**src/rtl/tick_gen_multi.sv**
```systemverilog
// rtl/tick_gen_multi.sv - shared prescaler feeding NUM_CH programmable tick/square-wave channels
module tick_gen_multi #(
    parameter int CLK_HZ  = 100_000_000,
    parameter int BASE_HZ = 1000,
    parameter int NUM_CH  = 4,
    parameter int PW      = 16,
    parameter int PER_RST = 1000,
    localparam int WCH    = (NUM_CH > 1) ? $clog2(NUM_CH) : 1
) (
    input  logic              clk_in,
    input  logic              rst,
    input  logic              en,
    input  logic              sync_clr,
    input  logic              wr_en,
    input  logic [WCH-1:0]    wr_ch,
    input  logic [PW-1:0]     wr_period,
    input  logic              wr_restart,
    output logic              base_tick,
    output logic [NUM_CH-1:0] tick_out,
    output logic [NUM_CH-1:0] sq_out
);

    localparam int DIV = CLK_HZ / BASE_HZ;
    localparam int CW  = (DIV > 1) ? $clog2(DIV) : 1;

    logic [CW-1:0]     pre_cnt_q, pre_cnt_d;
    logic              base_tick_q, base_tick_d;
    logic [PW-1:0]     per_q [NUM_CH];
    logic [PW-1:0]     per_d [NUM_CH];
    logic [PW-1:0]     cnt_q [NUM_CH];
    logic [PW-1:0]     cnt_d [NUM_CH];
    logic [NUM_CH-1:0] tick_q, tick_d;
    logic [NUM_CH-1:0] sq_q, sq_d;
    logic              strobe;
    logic              wr_hit;

    always_comb begin
        strobe      = en && !sync_clr && (pre_cnt_q == CW'(DIV - 1));
        pre_cnt_d   = pre_cnt_q;
        base_tick_d = 1'b0;
        if (sync_clr) begin
            pre_cnt_d = '0;
        end else if (strobe) begin
            pre_cnt_d   = '0;
            base_tick_d = 1'b1;
        end else if (en) begin
            pre_cnt_d = pre_cnt_q + CW'(1);
        end
    end

    // Compare uses per_q, so a write without restart takes effect on the next strobe.
    always_comb begin
        tick_d = '0;
        sq_d   = sq_q;
        wr_hit = 1'b0;
        for (int i = 0; i < NUM_CH; i++) begin
            wr_hit   = wr_en && (wr_ch == WCH'(i));
            per_d[i] = wr_hit ? wr_period : per_q[i];
            cnt_d[i] = cnt_q[i];
            if (sync_clr) begin
                cnt_d[i] = '0;
                sq_d[i]  = 1'b0;
            end else if (wr_hit && wr_restart) begin
                cnt_d[i] = '0;
            end else if (strobe && (per_q[i] != '0)) begin
                // >= keeps a counter bounded when its period shrinks below it
                if (cnt_q[i] >= (per_q[i] - PW'(1))) begin
                    cnt_d[i]  = '0;
                    tick_d[i] = 1'b1;
                    sq_d[i]   = ~sq_q[i];
                end else begin
                    cnt_d[i] = cnt_q[i] + PW'(1);
                end
            end
        end
    end

    always_ff @(posedge clk_in or posedge rst) begin
        if (rst) begin
            pre_cnt_q   <= '0;
            base_tick_q <= 1'b0;
            tick_q      <= '0;
            sq_q        <= '0;
            for (int i = 0; i < NUM_CH; i++) begin
                per_q[i] <= PW'(PER_RST);
                cnt_q[i] <= '0;
            end
        end else begin
            pre_cnt_q   <= pre_cnt_d;
            base_tick_q <= base_tick_d;
            tick_q      <= tick_d;
            sq_q        <= sq_d;
            for (int i = 0; i < NUM_CH; i++) begin
                per_q[i] <= per_d[i];
                cnt_q[i] <= cnt_d[i];
            end
        end
    end

    assign base_tick = base_tick_q;
    assign tick_out  = tick_q;
    assign sq_out    = sq_q;

endmodule

```
**config.mk**
```make
export PLATFORM = sky130hd
export DESIGN_NAME = tick_gen_multi
export DESIGN_NICKNAME = d
export VERILOG_FILES = /design/src/rtl/tick_gen_multi.sv
export SDC_FILE = /design/constraint.sdc
export NUM_CORES = 1
export LEC_CHECK = 0
export ABC_AREA = 1
export BUFFER_PORTS_ARGS = -buffer_cell sky130_fd_sc_hd__buf_2
export CAP_MARGIN = 20
export CORE_MARGIN = 1.5
export CORE_UTILIZATION = 40
export CTS_BUF_LIST = sky130_fd_sc_hd__clkbuf_4 sky130_fd_sc_hd__clkbuf_8
export CTS_CLUSTER_SIZE = 40
export DETAILED_ROUTE_END_ITERATION = 8
export GPL_ROUTABILITY_DRIVEN = 0
export REMOVE_ABC_BUFFERS = 1
export SLEW_MARGIN = 20
export SYNTH_ARGS = -nofsm -noshare
export SYNTH_HDL_FRONTEND = slang
export SYNTH_SLANG_ARGS = --single-unit
```
**constraint.sdc**
```tcl
create_clock -name clk_in -period 4.66 [get_ports clk_in]
set_input_delay 0.699 -clock clk_in [delete_from_list [all_inputs] [get_ports clk_in]]
set_output_delay 0.699 -clock clk_in [all_outputs]
set_load 0.1 [all_outputs]
```
# After elaboration in Yosys (flattened, before gate mapping)
# Cells that the tools add are included.
# Widths: inputs -> output; s select.
# totals
register_bits,154
out_inout_bits,9
wordCells,130
# classes
bitwise_logic,4
magnitude_cmp,4
n_addsub,9
n_mux,53
reduce_logical,37
eq_ne,8
# op_table
cell,count
$mux 16,16
$add 16x1->16 const B,4
$ge 16x16->1,4
$reduce_bool 16->1,4
$sub 16x1->16 const B,4
$mux 17,3
$mux 1,34
$add 17x1->17 const B,1
$eq 17x17->1 const B,1
$reduce_bool 2->1,8
$reduce_bool 3->1,5
$logic_and 1x1->1,14
$reduce_and 3->1,4
$ne 2x2->1 const B,4
$eq 2x2->1 const B,2
$not 1->1,4
$eq 2x1->1 const B,1
$logic_not 2->1,1
$logic_not 1->1,1

# Logic depth before layout (Yosys ltp)
# Gate-level depths: netlist (run 1).
# depth
word_depth,7
depth_mapped,20
mapped_depth_nobuf,19

# Worst setup path after synthesis (run 1)
# Ideal clock, no wire load.
# synth_timing
path_kind,reg2reg
from,register per_q[20] (netlist name)
to,register cnt_q[27] (netlist name)
t_arrival_ns,2.596
path_slack_ns,1.992
synth_period_minus_slack_ns,2.668
setup_time_ns,0.072
path_stages_with_launch,17
path_cell_list,dfrtp_1 or2_0 nor2_1 nand2_1 nor2_1 nand2_1 nor3_2 nand2_1 and2_1 ha_1 a21oi_1 o21ai_0 nor2_1 nand3_1 nand2_1 o21ai_0 nor2_1
# synth_between
elab_chain_len,6
# synth_lines
element,line,text
start: declaration,28,logic [PW-1:0] per_q [NUM_CH];
start signal: indexed assignment,85,per_q[i] <= PW'(PER_RST);
start signal: indexed assignment,94,per_q[i] <= per_d[i];
$sub 16x1->16,67,if (cnt_q[i] >= (per_q[i] - PW'(1))) begin
$ge 16x16->1,67,
$mux 16,67,
$mux 16,65,end else if (strobe && (per_q[i] != '0)) begin
$mux 16,63,end else if (wr_hit && wr_restart) begin
$mux 16,60,if (sync_clr) begin
end signal: indexed assignment,95,cnt_q[i] <= cnt_d[i];
end: declaration,30,logic [PW-1:0] cnt_q [NUM_CH];
# Parallel ways exist; a longest one is shown, timed or not. The select of a mux whose other input is x is not followed.
# A chain may end at the register's enable or synchronous reset.

# Final worst setup path (run 1)
# Ends and elaborated chain as after synthesis.

==> results of run 1 <==
-- worst max-delay path, stage by stage (launching register included) --
cell	delay (ns)
dfrtp_1	0.43
or2_0	0.21
nor2_1	0.16
nand2_1	0.09
nor2_1	0.13
nand2_1	0.11
nor3_2	0.19
nand2_1	0.07
and2_1	0.17
ha_1	0.31
a21oi_1	0.12
o21ai_0	0.09
nor2_1	0.26
nand3_1	0.12
nand2_1	0.31
o21ai_0	0.16
nor2_1	0.10
-- path summary, 6_finish.rpt --
path / slack, ns / end / cells after the start / start
setup / recovery: 1.56 / cnt_q[27] / 16 / per_q[20]
hold / removal: 0.34 / cnt_q[36] / 3 / rst
setup reg to reg: 1.56 / cnt_q[27] / 16 / per_q[20]
hold reg to reg: 0.49 / sq_out[3] / 1 / sq_out[3]
max in group asynchronous: 3.50 / per_q[44] / 3 / rst
min in group clk_in: 0.46 / per_q[52] / 3 / wr_period[4]
-- layout make-up --
type	count	area, um^2	share of cell area
inverter	220	832	0.0733
tap	335	419	0.0369
clock inverter	13	143	0.0126
sequential	154	3880	0.342
clock buffer	19	255	0.0225
timing repair buffer	35	195	0.0172
multi-input combinational	1103	5620	0.495
-- synthesized netlist by cell type, types with 4 or more instances --
library cell    n  area share
inv_2           5      0.0018
nand2_1       418        0.15
dfstp_2        24       0.060
nand3_1       111       0.053
clkbuf_1       10      0.0036
inv_1         213       0.076
xor2_1         32       0.027
buf_4           5      0.0036
o22ai_1         4      0.0024
dfrtp_1       130        0.31
a21oi_1        47       0.022
nand4_1        30       0.018
nor3_1         21       0.010
buf_2           5      0.0024
nor2_2          4      0.0024
xnor2_1        16       0.013
nor2_1        214       0.077
o21ai_0        94       0.045
nand2_2         7      0.0042
ha_1           73       0.087
-- metal layers --
layer  track usage  routed length (um)  up-vias
met1         0.266               11800     4267
met4        0.0532                 352        0
met5             0                   0        -
met2         0.320               11600      121
li1              -                   -     4814
met3        0.0291                 676       26
-- power breakdown --
part | internal [uW] | switching [uW] | total [uW]
sequential | 1470 | 118 | 1590
combinational | 279 | 474 | 754
clock | 502 | 552 | 1050
-- flip-flops by register name, summed over array words and instances, names as in the netlist --
register / flops
cnt_q: 64
per_q: 64
pre_cnt_q: 17
sq_out: 4
tick_out: 4
base_tick: 1
-- cell families (layout without fill, tap and decap cells) --
| kind of cell | after synthesis | count (layout) | synth area share |
|---|---|---|---|
| compound gates | 156 | 156 | 0.0779 |
| xor+xnor | 48 | 48 | 0.0402 |
| simple gates | 826 | 826 | 0.331 |
| fa+ha+maj | 73 | 73 | 0.0873 |
| buf+inv | 243 | 287 | 0.0919 |
| flops | 154 | 154 | 0.371 |
-- per-stage QoR --
stage,std cells,util,worst slack (ns),power [uW]
after floorplan,1477,-,-0.149,2170
after global routing,1879,0.439,1.20,3640
after detailed placement,1847,0.424,1.58,2370
after CTS,1879,0.439,1.54,3430
final,1879,0.439,1.56,3390
after global placement,1847,0.424,1.68,2350
==> reports/results.ini, run 1 <==
[finish]
diodes = 0
areaGrowthSynthToFinish_pct = 8.49
drive_gt1_frac = 0.0784
final_common_cell = nand2_1
final_area_um2 = 11300
final_cell_mix = 418 x nand2_1, 214 x nor2_1, 212 x inv_1, 130 x dfrtp_1, 111 x nand3_1
final_nets = 1628
nFillCells = 2724

[sta]
rsz0062_at_grt = false
finalHoldWorstSlack_ns = 0.345
period_share = 0.666
worstMarginPinSlew_ns = 0.980
period_needed_ns = 3.10
skew_ns = 0.0193
finalSetupTns_ns = 0
slew_headroom = 0.347
hold_viol = 0
report.final.slew_viol_count = 0
fmax_mhz = 322
setup-violations-final = 0

[setup_path]
worstPathArrival_ns = 3.50
path_max_fanout = 10
worstSetupPathType = reg2reg
start_kind = register
worstPathRequired_ns = 5.05
end_kind = register

[clock_tree]
root_buffer = clkbuf_8
path_clk_slew_ns = 0.10
clk_path_buf_depth = 2
cts_tree = done
cts.sinks = 154
cts_setup_buffers = 0
cts_hold_buf = 0
cts_resized = 0
clkLatencyLatePin_ns = 0.47
cts_buffers = 17
cts_max_level = 4

[synthesis]
synth_edf_count = 0
ys_warn_count = 0
synthDistinctLibCells = 45
ys_ff_latch = 154
postSynthAreaPerCell_um2 = 6.97
netlist_area_um2 = 10500
synthCells = 1500
async_reset_ff_frac = 1.00
seq_area_frac_synth = 0.371
synthFlopType = dfrtp_1

[global_routing]
grt_pass1_wl_um = 42000
grt_overflow_total = 0
antenna_found_initial = 0
grt_max_degree = 155
grtUsageTotal = 0.194
grt_pass1_vias = 8627

[outcome]
status = completed

[hold_path]
hp-class = in2async

[floorplanning]
fp-row-count = 59
die_height_um = 165
initial_core_util = 0.405
ios = 33
dieArea_um2 = 27100
dieWidth_um = 165
core_area_um2 = 25800

[drt]
num_vias = 9228
drcViolationCount = 0
avgViaCountPerCell = 4.91
wl_um = 24400
ant_nets = 0
first_iter_violations = 620
post_drt_wl_per_cell_um = 13.0
drtPass1Iterations = 5

[place]
dpl-instance-area_um2 = 11000
post-dp-hpwl_um = 18300
portBuffers = 32

[power]
leakage_uw = 0.00584
peakVddDrop_v = 0.000170
pwr_density_cell_nw_per_um2 = 299

[job]
maxCapViolCount = 0

(Power assumes the default switching activity.)
==> run 2, diff against run 1 <==
==> constraint.sdc (replaced) <==
create_clock -name clk_in -period 2.99 [get_ports clk_in]
set_input_delay 0.4485 -clock clk_in [delete_from_list [all_inputs] [get_ports clk_in]]
set_output_delay 0.4485 -clock clk_in [all_outputs]
set_load 0.1 [all_outputs]
==> reports/results.ini, run 2 (synthesized netlist as in run 1, its figures left out) <==
[drt]
drtPass1Iterations = 7  ; was 5
avgViaCountPerCell = 4.82  ; was 4.91
first_iter_violations = 518  ; was 620
post_drt_wl_per_cell_um = 13.0  ; about the same
num_vias = 9193  ; was 9228
drcViolationCount = 0  ; unchanged
wl_um = 24800  ; was 24400 um
ant_nets = 0  ; unchanged

[clock_tree]
clk_path_buf_depth = 2  ; unchanged
root_buffer = clkbuf_8  ; unchanged
cts.sinks = 154  ; unchanged
cts_tree = done  ; unchanged
path_clk_slew_ns = 0.10  ; about the same
clkLatencyLatePin_ns = 0.46  ; was 0.47 ns
cts_max_level = 4  ; unchanged
cts_buffers = 17  ; unchanged

[finish]
final_nets = 1655  ; was 1628
drive_gt1_frac = 0.110  ; was 0.0784
final_common_cell = nand2_1  ; unchanged
final_cell_mix = 414 x nand2_1, 208 x inv_1, 208 x nor2_1, 130 x dfrtp_1, 107 x nand3_1  ; was 418 x nand2_1, 214 x nor2_1, 212 x inv_1, 130 x dfrtp_1, 111 x nand3_1
utilization = 0.452  ; was 0.439
diodes = 0  ; unchanged
areaGrowthSynthToFinish_pct = 11.6  ; was 8.49%
reg_top3 = cnt_q: 64 flops, per_q: 64 flops, pre_cnt_q: 17 flops  ; unchanged

[sta]
fmax_mhz = 359  ; was 322 MHz
hold_viol = 0  ; unchanged
finalSetupTns_ns = 0  ; unchanged
period_needed_ns = 2.79  ; was 3.10 ns
worstMarginPinSlew_ns = 0.594  ; was 0.980 ns
setup-violations-final = 0  ; unchanged
slew_headroom = 0.604  ; was 0.347
period_share = 0.932  ; was 0.666
skew_ns = 0.0155  ; was 0.0193 ns
report.final.slew_viol_count = 0  ; unchanged

[power]
pwr_density_cell_nw_per_um2 = 462  ; was 299 nW/um^2
leakage_uw = 0.00599  ; was 0.00584 uW
peakVddDrop_v = 0.000291  ; was 0.000170 V
finalPower_uw = 5390  ; was 3390 uW

[floorplanning]
dieWidth_um = 165  ; unchanged
core_area_um2 = 25800  ; unchanged
die_height_um = 165  ; unchanged
ios = 33  ; unchanged
fp-row-count = 59  ; unchanged
dieArea_um2 = 27100  ; unchanged
initial_core_util = 0.405  ; unchanged

[setup_path]
path_max_fanout = 4  ; was 10
worstSetupPathType = reg2reg  ; unchanged
start_kind = register  ; unchanged
critPathMaxStageDelay_ns = 0.41  ; was 0.43 ns
slowest_stage = dfrtp_1  ; unchanged
cp_common_cell = nand2_1
worstPathArrival_ns = 3.13  ; was 3.50 ns
path_delay_family = simple AND/OR/NAND/NOR gates  ; unchanged
reg2regPathDepth = 17  ; was 16
cp_cell_sequence = or2_0 > nor2_2 > nand2_1 > nor2_2 > nand2_2 > nor3_4 > nand2_1 > and2_1 > ha_4 > nand4_1 > a21oi_1 > nor2_1 > buf_4 > nand2_1 > nand3_2 > nand2_1 > o21ai_0  ; was or2_0 > nor2_1 > nand2_1 > nor2_1 > nand2_1 > nor3_2 > nand2_1 > and2_1 > ha_1 > a21oi_1 > o21ai_0 > nor2_1 > nand3_1 > nand2_1 > o21ai_0 > nor2_1
worstPathRequired_ns = 3.34  ; was 5.05 ns
end_kind = register  ; unchanged
cp_num_cells = 17  ; was 16
path_buf_inv = 1  ; was 0

[global_routing]
grt_max_degree = 62  ; was 155
grtUsageTotal = 0.194  ; about the same
grt_overflow_total = 0  ; unchanged
grt_pass1_vias = 8574  ; was 8627
antenna_found_initial = 0  ; unchanged
grt_pass1_wl_um = 41900  ; was 42000 um

[outcome]
status = completed  ; unchanged

[place]
portBuffers = 32  ; unchanged
post-dp-hpwl_um = 18700  ; was 18300 um

[hold_path]
hp-class = in2async  ; unchanged

[job]
maxCapViolCount = 0  ; unchanged

[run 2: cell type report]
class                           instances  area (um^2)
Timing Repair Buffer                   62          402
Sequential cell                       154         3880
Clock inverter                         12          135
Tap cell                              335          419
Clock buffer                           20          269
Fill cell                            2721        14200
Inverter                              220          833
Multi-Input combinational cell       1103         5730
[run 2: through the flow]
stage                     hold slack (ns)  std cells  instance area [um^2]  worst slack [ns]
after floorplan                     0.453       1477                 10300             -1.57
after global placement              0.475       1866                 11100             0.121
after detailed placement            0.477       1866                 11100            0.0384
after CTS                          0.0574       1898                 11500           0.00216
after global routing               0.0822       1906                 11700           -0.0318
final                              0.0382       1906                 11700             0.202
[run 2: what timing repair did]
action,in CTS,in global routing
setup buffers,0,8
setup endpoints to repair,0,71
hold endpoints to repair,0,0
hold buffers,0,0
resized for setup,0,33
[run 2: worst paths after layout]
kind / start / endpoint / slack [ns]
min: rst / cnt_q[37] / 0.04
min reg2reg: sq_out[2] / sq_out[2] / 0.50
min in group clk_in: wr_period[4] / per_q[52] / 0.22
max in group asynchronous: rst / cnt_q[6] / 2.14
max reg2reg: per_q[20] / sq_out[2] / 0.20
max: per_q[20] / sq_out[2] / 0.20
[run 2: routing by layer]
metal  vias to the layer above  global-route usage  wire length [um]
met3                        17              0.0294               795
met4                         0              0.0418               279
li1                       4867                   -                 -
met1                      4198               0.265             11900
met2                       111               0.325             11800
met5                         -                   0                 0
[run 2: report_power, final]
part,leakage [uW],internal [uW],total (uW),switching (uW)
logic,0.00379,477,1240,768
clock network,0.000208,805,1670,864
registers,0.00200,2290,2470,186
total,0.00599,3570,5390,1820
